--- src/rtl/uart_pic_wr_ctrl_pkg.sv ---
// rtl/uart_pic_wr_ctrl_pkg.sv - shared image geometry, address width and FSM encoding
package uart_pic_wr_ctrl_pkg;

  // Default image geometry. The display-side reader uses the same values.
  localparam int PIC_W   = 100;
  localparam int PIC_H   = 100;
  localparam int PIX_NUM = PIC_W * PIC_H;

  // Two banks of PIX_NUM pixels share one address space.
  localparam int ADDR_W  = $clog2(2 * PIX_NUM);
  localparam int DATA_W  = 8;

  localparam logic [DATA_W-1:0] SYNC_BYTE_DEF   = 8'hA5;
  localparam int                TIMEOUT_CYC_DEF = 104_166;

  typedef enum logic [1:0] {
    ST_IDLE      = 2'd0,
    ST_RECV      = 2'd1,
    ST_SWAP_WAIT = 2'd2
  } wr_state_t;

  // Bank 0 occupies [0, pix_num); bank 1 sits directly above it.
  function automatic logic [ADDR_W-1:0] bank_addr(input logic bank,
                                                  input logic [ADDR_W-1:0] pix,
                                                  input int pix_num);
    logic [ADDR_W-1:0] base;
    base = bank ? ADDR_W'(pix_num) : '0;
    return base + pix;
  endfunction

endpackage

--- src/rtl/uart_pic_wr_ctrl_if.sv ---
// rtl/uart_pic_wr_ctrl_if.sv - byte input, image-RAM write port and frame status bundle
interface uart_pic_wr_ctrl_if;
  import uart_pic_wr_ctrl_pkg::*;

  // received UART byte stream
  logic [DATA_W-1:0] pi_data;
  logic              pi_flag;
  // display timing
  logic              disp_vblank;
  // image-RAM write port
  logic              wr_en;
  logic [ADDR_W-1:0] wr_addr;
  logic [DATA_W-1:0] wr_data;
  // frame status
  logic              rd_bank;
  logic              busy;
  logic              frame_done;
  logic              err_timeout;

  // write controller side
  modport slave (
    input  pi_data, pi_flag, disp_vblank,
    output wr_en, wr_addr, wr_data, rd_bank, busy, frame_done, err_timeout
  );

  // byte source / RAM / display side
  modport master (
    output pi_data, pi_flag, disp_vblank,
    input  wr_en, wr_addr, wr_data, rd_bank, busy, frame_done, err_timeout
  );

endinterface

--- src/rtl/byte_timeout_cnt.sv ---
// rtl/byte_timeout_cnt.sv - inter-byte idle-gap counter with a one-cycle expire strobe
module byte_timeout_cnt #(
  parameter int TIMEOUT_CYC = 104_166
) (
  input  logic sys_clk,
  input  logic sys_rst_n,
  input  logic clear,
  input  logic enable,
  output logic expire
);

  localparam int              CW   = $clog2(TIMEOUT_CYC + 1);
  localparam logic [CW-1:0]   LAST = CW'(TIMEOUT_CYC - 1);

  logic [CW-1:0] cnt;

  // Expiry only when no byte arrives this cycle: a byte always wins.
  assign expire = enable && !clear && (cnt == LAST);

  // Count idle cycles while enabled; held at zero otherwise.
  always_ff @(posedge sys_clk or negedge sys_rst_n) begin
    if (!sys_rst_n) begin
      cnt <= '0;
    end else if (!enable || clear || expire) begin
      cnt <= '0;
    end else begin
      cnt <= cnt + CW'(1);
    end
  end

endmodule

--- src/rtl/uart_pic_wr_ctrl.sv ---
// rtl/uart_pic_wr_ctrl.sv - UART byte stream to double-buffered image RAM write controller
module uart_pic_wr_ctrl #(
  parameter int          PIC_W       = uart_pic_wr_ctrl_pkg::PIC_W,
  parameter int          PIC_H       = uart_pic_wr_ctrl_pkg::PIC_H,
  parameter logic [7:0]  SYNC_BYTE   = uart_pic_wr_ctrl_pkg::SYNC_BYTE_DEF,
  parameter int          TIMEOUT_CYC = uart_pic_wr_ctrl_pkg::TIMEOUT_CYC_DEF
) (
  input  logic               sys_clk,
  input  logic               sys_rst_n,
  uart_pic_wr_ctrl_if.slave  bus
);
  import uart_pic_wr_ctrl_pkg::*;

  localparam int                PIX_TOT  = PIC_W * PIC_H;
  localparam logic [ADDR_W-1:0] LAST_PIX = ADDR_W'(PIX_TOT - 1);

  wr_state_t         state;
  logic [ADDR_W-1:0] pix_cnt;
  logic              tmo_expire;

  logic              wr_en_q;
  logic [ADDR_W-1:0] wr_addr_q;
  logic [DATA_W-1:0] wr_data_q;
  logic              rd_bank_q;
  logic              busy_q;
  logic              frame_done_q;
  logic              err_timeout_q;

  byte_timeout_cnt #(
    .TIMEOUT_CYC (TIMEOUT_CYC)
  ) u_byte_timeout_cnt (
    .sys_clk   (sys_clk),
    .sys_rst_n (sys_rst_n),
    .clear     (bus.pi_flag),
    .enable    (state == ST_RECV),
    .expire    (tmo_expire)
  );

  // Frame FSM: sync hunt, pixel capture into the back bank, swap at vblank.
  always_ff @(posedge sys_clk or negedge sys_rst_n) begin
    if (!sys_rst_n) begin
      state         <= ST_IDLE;
      pix_cnt       <= '0;
      wr_en_q       <= 1'b0;
      wr_addr_q     <= '0;
      wr_data_q     <= '0;
      rd_bank_q     <= 1'b0;
      busy_q        <= 1'b0;
      frame_done_q  <= 1'b0;
      err_timeout_q <= 1'b0;
    end else begin
      wr_en_q       <= 1'b0;
      frame_done_q  <= 1'b0;
      err_timeout_q <= 1'b0;
      case (state)
        ST_IDLE: begin
          if (bus.pi_flag && (bus.pi_data == SYNC_BYTE)) begin
            state   <= ST_RECV;
            busy_q  <= 1'b1;
            pix_cnt <= '0;
          end
        end
        ST_RECV: begin
          if (bus.pi_flag) begin
            // Sync-valued bytes are plain pixels here.
            wr_en_q   <= 1'b1;
            wr_data_q <= bus.pi_data;
            wr_addr_q <= bank_addr(~rd_bank_q, pix_cnt, PIX_TOT);
            if (pix_cnt == LAST_PIX) begin
              // Stop at the bank end instead of spilling into the front bank.
              pix_cnt <= '0;
              state   <= ST_SWAP_WAIT;
            end else begin
              pix_cnt <= pix_cnt + ADDR_W'(1);
            end
          end else if (tmo_expire) begin
            err_timeout_q <= 1'b1;
            pix_cnt       <= '0;
            busy_q        <= 1'b0;
            state         <= ST_IDLE;
          end
        end
        ST_SWAP_WAIT: begin
          // Complete frame is held back until blanking so the reader never tears.
          if (bus.disp_vblank) begin
            rd_bank_q    <= ~rd_bank_q;
            frame_done_q <= 1'b1;
            busy_q       <= 1'b0;
            state        <= ST_IDLE;
          end
        end
        default: begin
          state  <= ST_IDLE;
          busy_q <= 1'b0;
        end
      endcase
    end
  end

  assign bus.wr_en       = wr_en_q;
  assign bus.wr_addr     = wr_addr_q;
  assign bus.wr_data     = wr_data_q;
  assign bus.rd_bank     = rd_bank_q;
  assign bus.busy        = busy_q;
  assign bus.frame_done  = frame_done_q;
  assign bus.err_timeout = err_timeout_q;

endmodule

--- src/flat_wrapper.sv ---
// flat-port wrapper written by rule: the top's interface ports become plain ports
module uart_pic_wr_ctrl_flat import uart_pic_wr_ctrl_pkg::*;
#(
  parameter int          PIC_W       = uart_pic_wr_ctrl_pkg::PIC_W,
  parameter int          PIC_H       = uart_pic_wr_ctrl_pkg::PIC_H,
  parameter logic [7:0]  SYNC_BYTE   = uart_pic_wr_ctrl_pkg::SYNC_BYTE_DEF,
  parameter int          TIMEOUT_CYC = uart_pic_wr_ctrl_pkg::TIMEOUT_CYC_DEF
)
  (sys_clk, sys_rst_n, bus_pi_data, bus_pi_flag, bus_disp_vblank, bus_wr_en, bus_wr_addr, bus_wr_data, bus_rd_bank, bus_busy, bus_frame_done, bus_err_timeout);
  uart_pic_wr_ctrl_if bus_i ();
  input  logic sys_clk;
  input  logic sys_rst_n;
  input wire logic [$bits(bus_i.pi_data)-1:0] bus_pi_data;
  input wire logic [$bits(bus_i.pi_flag)-1:0] bus_pi_flag;
  input wire logic [$bits(bus_i.disp_vblank)-1:0] bus_disp_vblank;
  output wire logic [$bits(bus_i.wr_en)-1:0] bus_wr_en;
  output wire logic [$bits(bus_i.wr_addr)-1:0] bus_wr_addr;
  output wire logic [$bits(bus_i.wr_data)-1:0] bus_wr_data;
  output wire logic [$bits(bus_i.rd_bank)-1:0] bus_rd_bank;
  output wire logic [$bits(bus_i.busy)-1:0] bus_busy;
  output wire logic [$bits(bus_i.frame_done)-1:0] bus_frame_done;
  output wire logic [$bits(bus_i.err_timeout)-1:0] bus_err_timeout;
  assign bus_i.pi_data = bus_pi_data;
  assign bus_i.pi_flag = bus_pi_flag;
  assign bus_i.disp_vblank = bus_disp_vblank;
  assign bus_wr_en = bus_i.wr_en;
  assign bus_wr_addr = bus_i.wr_addr;
  assign bus_wr_data = bus_i.wr_data;
  assign bus_rd_bank = bus_i.rd_bank;
  assign bus_busy = bus_i.busy;
  assign bus_frame_done = bus_i.frame_done;
  assign bus_err_timeout = bus_i.err_timeout;
  uart_pic_wr_ctrl #(.PIC_W(PIC_W), .PIC_H(PIC_H), .SYNC_BYTE(SYNC_BYTE), .TIMEOUT_CYC(TIMEOUT_CYC)) u_core (.sys_clk(sys_clk), .sys_rst_n(sys_rst_n), .bus(bus_i));
endmodule
--- config.mk ---
export PLATFORM = sky130hd
export DESIGN_NAME = uart_pic_wr_ctrl_flat
export DESIGN_NICKNAME = d
export VERILOG_FILES = /design/src/rtl/uart_pic_wr_ctrl_pkg.sv /design/src/rtl/uart_pic_wr_ctrl_if.sv /design/src/rtl/byte_timeout_cnt.sv /design/src/rtl/uart_pic_wr_ctrl.sv /design/src/flat_wrapper.sv
export SDC_FILE = /design/constraint.sdc
export NUM_CORES = 1
export LEC_CHECK = 0
export ABC_CLOCK_PERIOD_IN_PS = 2700
export CAP_MARGIN = 20
export CORE_MARGIN = 2
export CORE_UTILIZATION = 50
export CTS_CLUSTER_DIAMETER = 200
export DETAILED_ROUTE_END_ITERATION = 8
export GPL_TIMING_DRIVEN = 0
export PLACE_DENSITY = 0.8
export SLEW_MARGIN = 5
export SYNTH_ARGS = -nofsm -noshare
export SYNTH_HDL_FRONTEND = slang
export SYNTH_HIERARCHICAL = 1
export SYNTH_SLANG_ARGS = --single-unit
--- constraint.sdc ---
create_clock -name sys_clk -period 2.7 [get_ports sys_clk]
set_input_delay 0.675 -clock sys_clk [delete_from_list [all_inputs] [get_ports sys_clk]]
set_output_delay 0.675 -clock sys_clk [all_outputs]
set_load 0.05 [all_outputs]
==> results of run 1 <==
-- synthesized netlist by cell type (6+ instances only) --
master,n,area (sq um)
and4_1,9,78.8
nand2_1,64,240
nor2_1,25,93.8
nand4_1,16,100
xor2_1,14,123
and3_1,7,43.8
o21ai_0,15,75.1
buf_6,11,124
inv_1,8,30.0
nand3_1,14,70.1
buf_2,6,30.0
a21oi_1,7,35.0
ha_1,9,113
dfrtp_1,62,1550
a221o_1,7,70.1
-- area by class of cell --
type,instances,share of cell area
Multi-Input combinational cell,259,0.404
Timing Repair Buffer,39,0.0931
Clock inverter,5,0.0195
Tap cell,80,0.0240
Clock buffer,11,0.0363
Buffer,22,0.0423
Inverter,9,0.00811
Sequential cell,62,0.372
-- power by group through the flow --
| stage | logic, mW | registers [mW] | clock network [mW] |
|---|---|---|---|
| after floorplan | 0.350 | 1.60 | 0 |
| after global placement | 1.11 | 1.21 | 0 |
| after detailed placement | 1.14 | 1.21 | 0 |
| after CTS | 1.14 | 1.19 | 0.956 |
| after global routing | 1.22 | 1.21 | 0.989 |
| final | 1.14 | 1.19 | 0.942 |
-- per-stage QoR --
stage,total power [mW],cell area [sq um],setup WS [ns],std cells
after detailed placement,2.34,3940,-0.126,471
after floorplan,1.95,3450,0.562,352
after global placement,2.32,3940,-1.02,471
final,3.27,4170,0.236,487
after global routing,3.42,4170,0.108,487
after CTS,3.29,4170,0.242,487
-- worst register-to-register path: cells and delay by family (launching register included) --
kind | cells | cell delay [ns]
AO/OA/AOI/OAI | 3 | 0.74
flip-flops | 1 | 0.39
buffers and inverters | 2 | 0.31
AND/OR/NAND/NOR | 3 | 0.77
-- metal layers --
layer / wire length, microns / track usage
met1: 3900 / 0.321
met2: 3630 / 0.339
met3: 416 / 0.0427
met4: 243 / 0.116
met5: 0 / 0
-- sequential cells by signal, summed over array words and instances (netlist names) --
register                       count
u_core/bus.busy                    1
u_core/bus.wr_en                   1
u_core/pix_cnt                    15
u_core/bus.rd_bank                 1
u_core/bus.wr_data                 8
u_core/state                       2
u_core/u_byte_timeout_cnt/cnt     17
u_core/bus.wr_addr                15
u_core/bus.frame_done              1
u_core/bus.err_timeout             1
-- kinds of logic after synthesis --
kind of cell	Yosys count
AO/OA/AOI/OAI	54
XOR/XNOR	19
adder cells (fa/ha/maj)	9
buffers and inverters	31
flip-flops	62
multiplexers	3
AND/OR/NAND/NOR	174
-- final timing paths --
| check | startpoint | endpoint | slack, ns | cells after the start |
|---|---|---|---|---|
| worst max-delay path | bus_pi_flag | u_core/pix_cnt[6] | 0.24 | 7 |
| worst min-delay path | sys_rst_n | u_core/u_byte_timeout_cnt/cnt[2] | 0.38 | 1 |
| worst max register to register | u_core/u_byte_timeout_cnt/cnt[4] | u_core/pix_cnt[6] | 0.36 | 8 |
| worst min register to register | u_core/bus.wr_data[1] | u_core/bus.wr_data[1] | 0.48 | 2 |
| max in group asynchronous | sys_rst_n | u_core/pix_cnt[2] | 1.77 | 1 |
| min in group sys_clk | u_core/bus.wr_data[1] | u_core/bus.wr_data[1] | 0.48 | 2 |
-- cells in the final DEF (no fill, tap or decap), types with 2 or more instances in the layout --
cell type,instances
nor3_1,3
and2_1,2
nor3b_1,3
inv_1,8
nor2_1,25
nand4_1,16
or3_1,4
o221ai_1,2
and4_1,9
nor4b_2,2
clkbuf_1,2
a21oi_1,7
a211o_1,2
bufinv_16,2
buf_2,6
nand3_1,14
nor2b_1,4
and3_1,7
clkbuf_8,11
buf_4,2
and4_2,5
a221o_1,7
o21a_1,4
ha_1,9
nor4_1,2
clkdlybuf4s50_1,38
buf_6,11
mux2i_1,3
o21ai_0,15
dfrtp_1,62
nand2_1,64
xnor2_1,5
buf_1,2
a31oi_1,5
xor2_1,14
==> metrics.yaml, run 1 <==
outcome:
  status: "finished clean"
pwr:
  pwr-share-seq: 0.364
  swShare: 0.381
  power_density_nw_per_um2: 786
  switching_power_mw: 1.25
  vdd_drop_max_mv: 0.546
  p_int_mw: 2.03
  combPwrFrac: 0.348
  clkPwrFrac: 0.288
  power.leakage_nw: 1.84
logic_synthesis:
  synthAdderAreaFrac: 0.0327
  ys.warnings.count: 6
  async_flop_share: 1.00
  ys_seq_area_frac: 0.450
  synth_area_sq_um: 3450
  synth_ff_type: "dfrtp_1"
  synthXorXnorAreaFrac: 0.0483
  synthSimpleGateAreaFrac: 0.285
  synthMuxAreaShare: 0.00871
  ys_types: 59
  syn_area_per_cell_sq_um: 9.79
  synth-seq-cells: 62
  synth_edf_count: 0
  synthesis.nets: 373
  synth-compound-area-share: 0.115
  synth_top_family_by_area: "simple AND/OR/NAND/NOR gates"
  synthCells: 352
global_routing:
  grt_pass1_vias: 2773
  grt_max_degree: 63
  grt_pass1_wl_microns: 13300
  antenna_found_initial: 0
  grt_remaining_overflow: 0
  grt_use_total: 0.229
detailed_routing:
  drt_wl_total_microns: 8190
  drc: 0
  drt_iter0_markers: 243
  postRouteAntennaNets: 0
  routed_via_density: 5.89
  vias: 2869
  routedWlPerCell_microns: 16.8
  drt_pass1_iterations: 5
worst_setup_path:
  cpLargestDelayFamily: "compound AO/OA/AOI/OAI gates"
  worstPathArrival_ns: 2.69
  path_buf_inv: 2
  end_kind: "flip-flop"
  crit_path_max_incr_delay_ns: 0.50
  cp_cell_sequence: "clkdlybuf4s50_1 > nor2b_1 > nor3b_1 > o21ai_0 > a21o_2 > buf_4 > a221o_1"
  worstSetupPathType: "in -> reg"
  slowest_stage: "clkdlybuf4s50_1"
  required_ns: 2.93
  crit_path_start_kind: "input port"
  crit_path_max_fanout: 9
clock_tree:
  hold_buffers: 0
  clk_path_buf_depth: 2
  cts-root-buf: "clkbuf_8"
  numCtsBuffers: 9
  htreeDepth: 3
  cts_setup_buffers: 0
  clock_sinks: 62
  clkTransAtPathRegs_ns: 0.07
  cts_tree: "done"
  post_cts_resized: 0
  clock_latency_ns: 0.35
finish:
  layout-drive-gt1-share: 0.135
  multi_input_area_sq_um: 1690
  n_antenna_cell: 0
  post-route-util: 0.620
  area.sequential_sq_um: 1550
  layout.nets: 423
  area_delta_synth_final_pct: 20.9
  fill_cells: 568
floorplanning:
  die_y_microns: 87.0
  die_w_microns: 87.0
  core_sq_um: 6720
  initial_core_util: 0.513
  rows: 30
  io_pins: 40
  dieArea_sq_um: 7570
placement:
  gp_congestion: 0.895
  port_buffers: 39
  hpwlAfterDp_microns: 5630
min_path:
  hold_class: "in -> async"
sta:
  worst_slew_pin_slew_ns: 0.782
  slew_headroom: 0.479
  fmax_ghz: 0.406
  tns_ns: 0
  finalMaxSlewViolations: 0
  clock_skew_ns: 0.0108
  post-route-period-util: 0.912
  min_period_ns: 2.46
  hold_viol: 0
  holdWs_ns: 0.385
  rsz0062_at_grt: "no"
  setup_viol: 0
run:
  maxCapViolCount: 0
(Power assumes the default switching activity.)
==> run 2, diff against run 1 <==
--- a/config.mk
+++ b/config.mk
@@ -12,7 +12,9 @@
 export CTS_CLUSTER_DIAMETER = 200
 export DETAILED_ROUTE_END_ITERATION = 8
 export GPL_TIMING_DRIVEN = 0
+export HOLD_SLACK_MARGIN = 0.02
 export PLACE_DENSITY = 0.8
+export SKIP_CTS_REPAIR_TIMING = 1
 export SLEW_MARGIN = 5
 export SYNTH_ARGS = -nofsm -noshare
 export SYNTH_HDL_FRONTEND = slang
==> results of run 2 <==
Same layout as run 1: the final DEF is identical, and so are final timing and power.
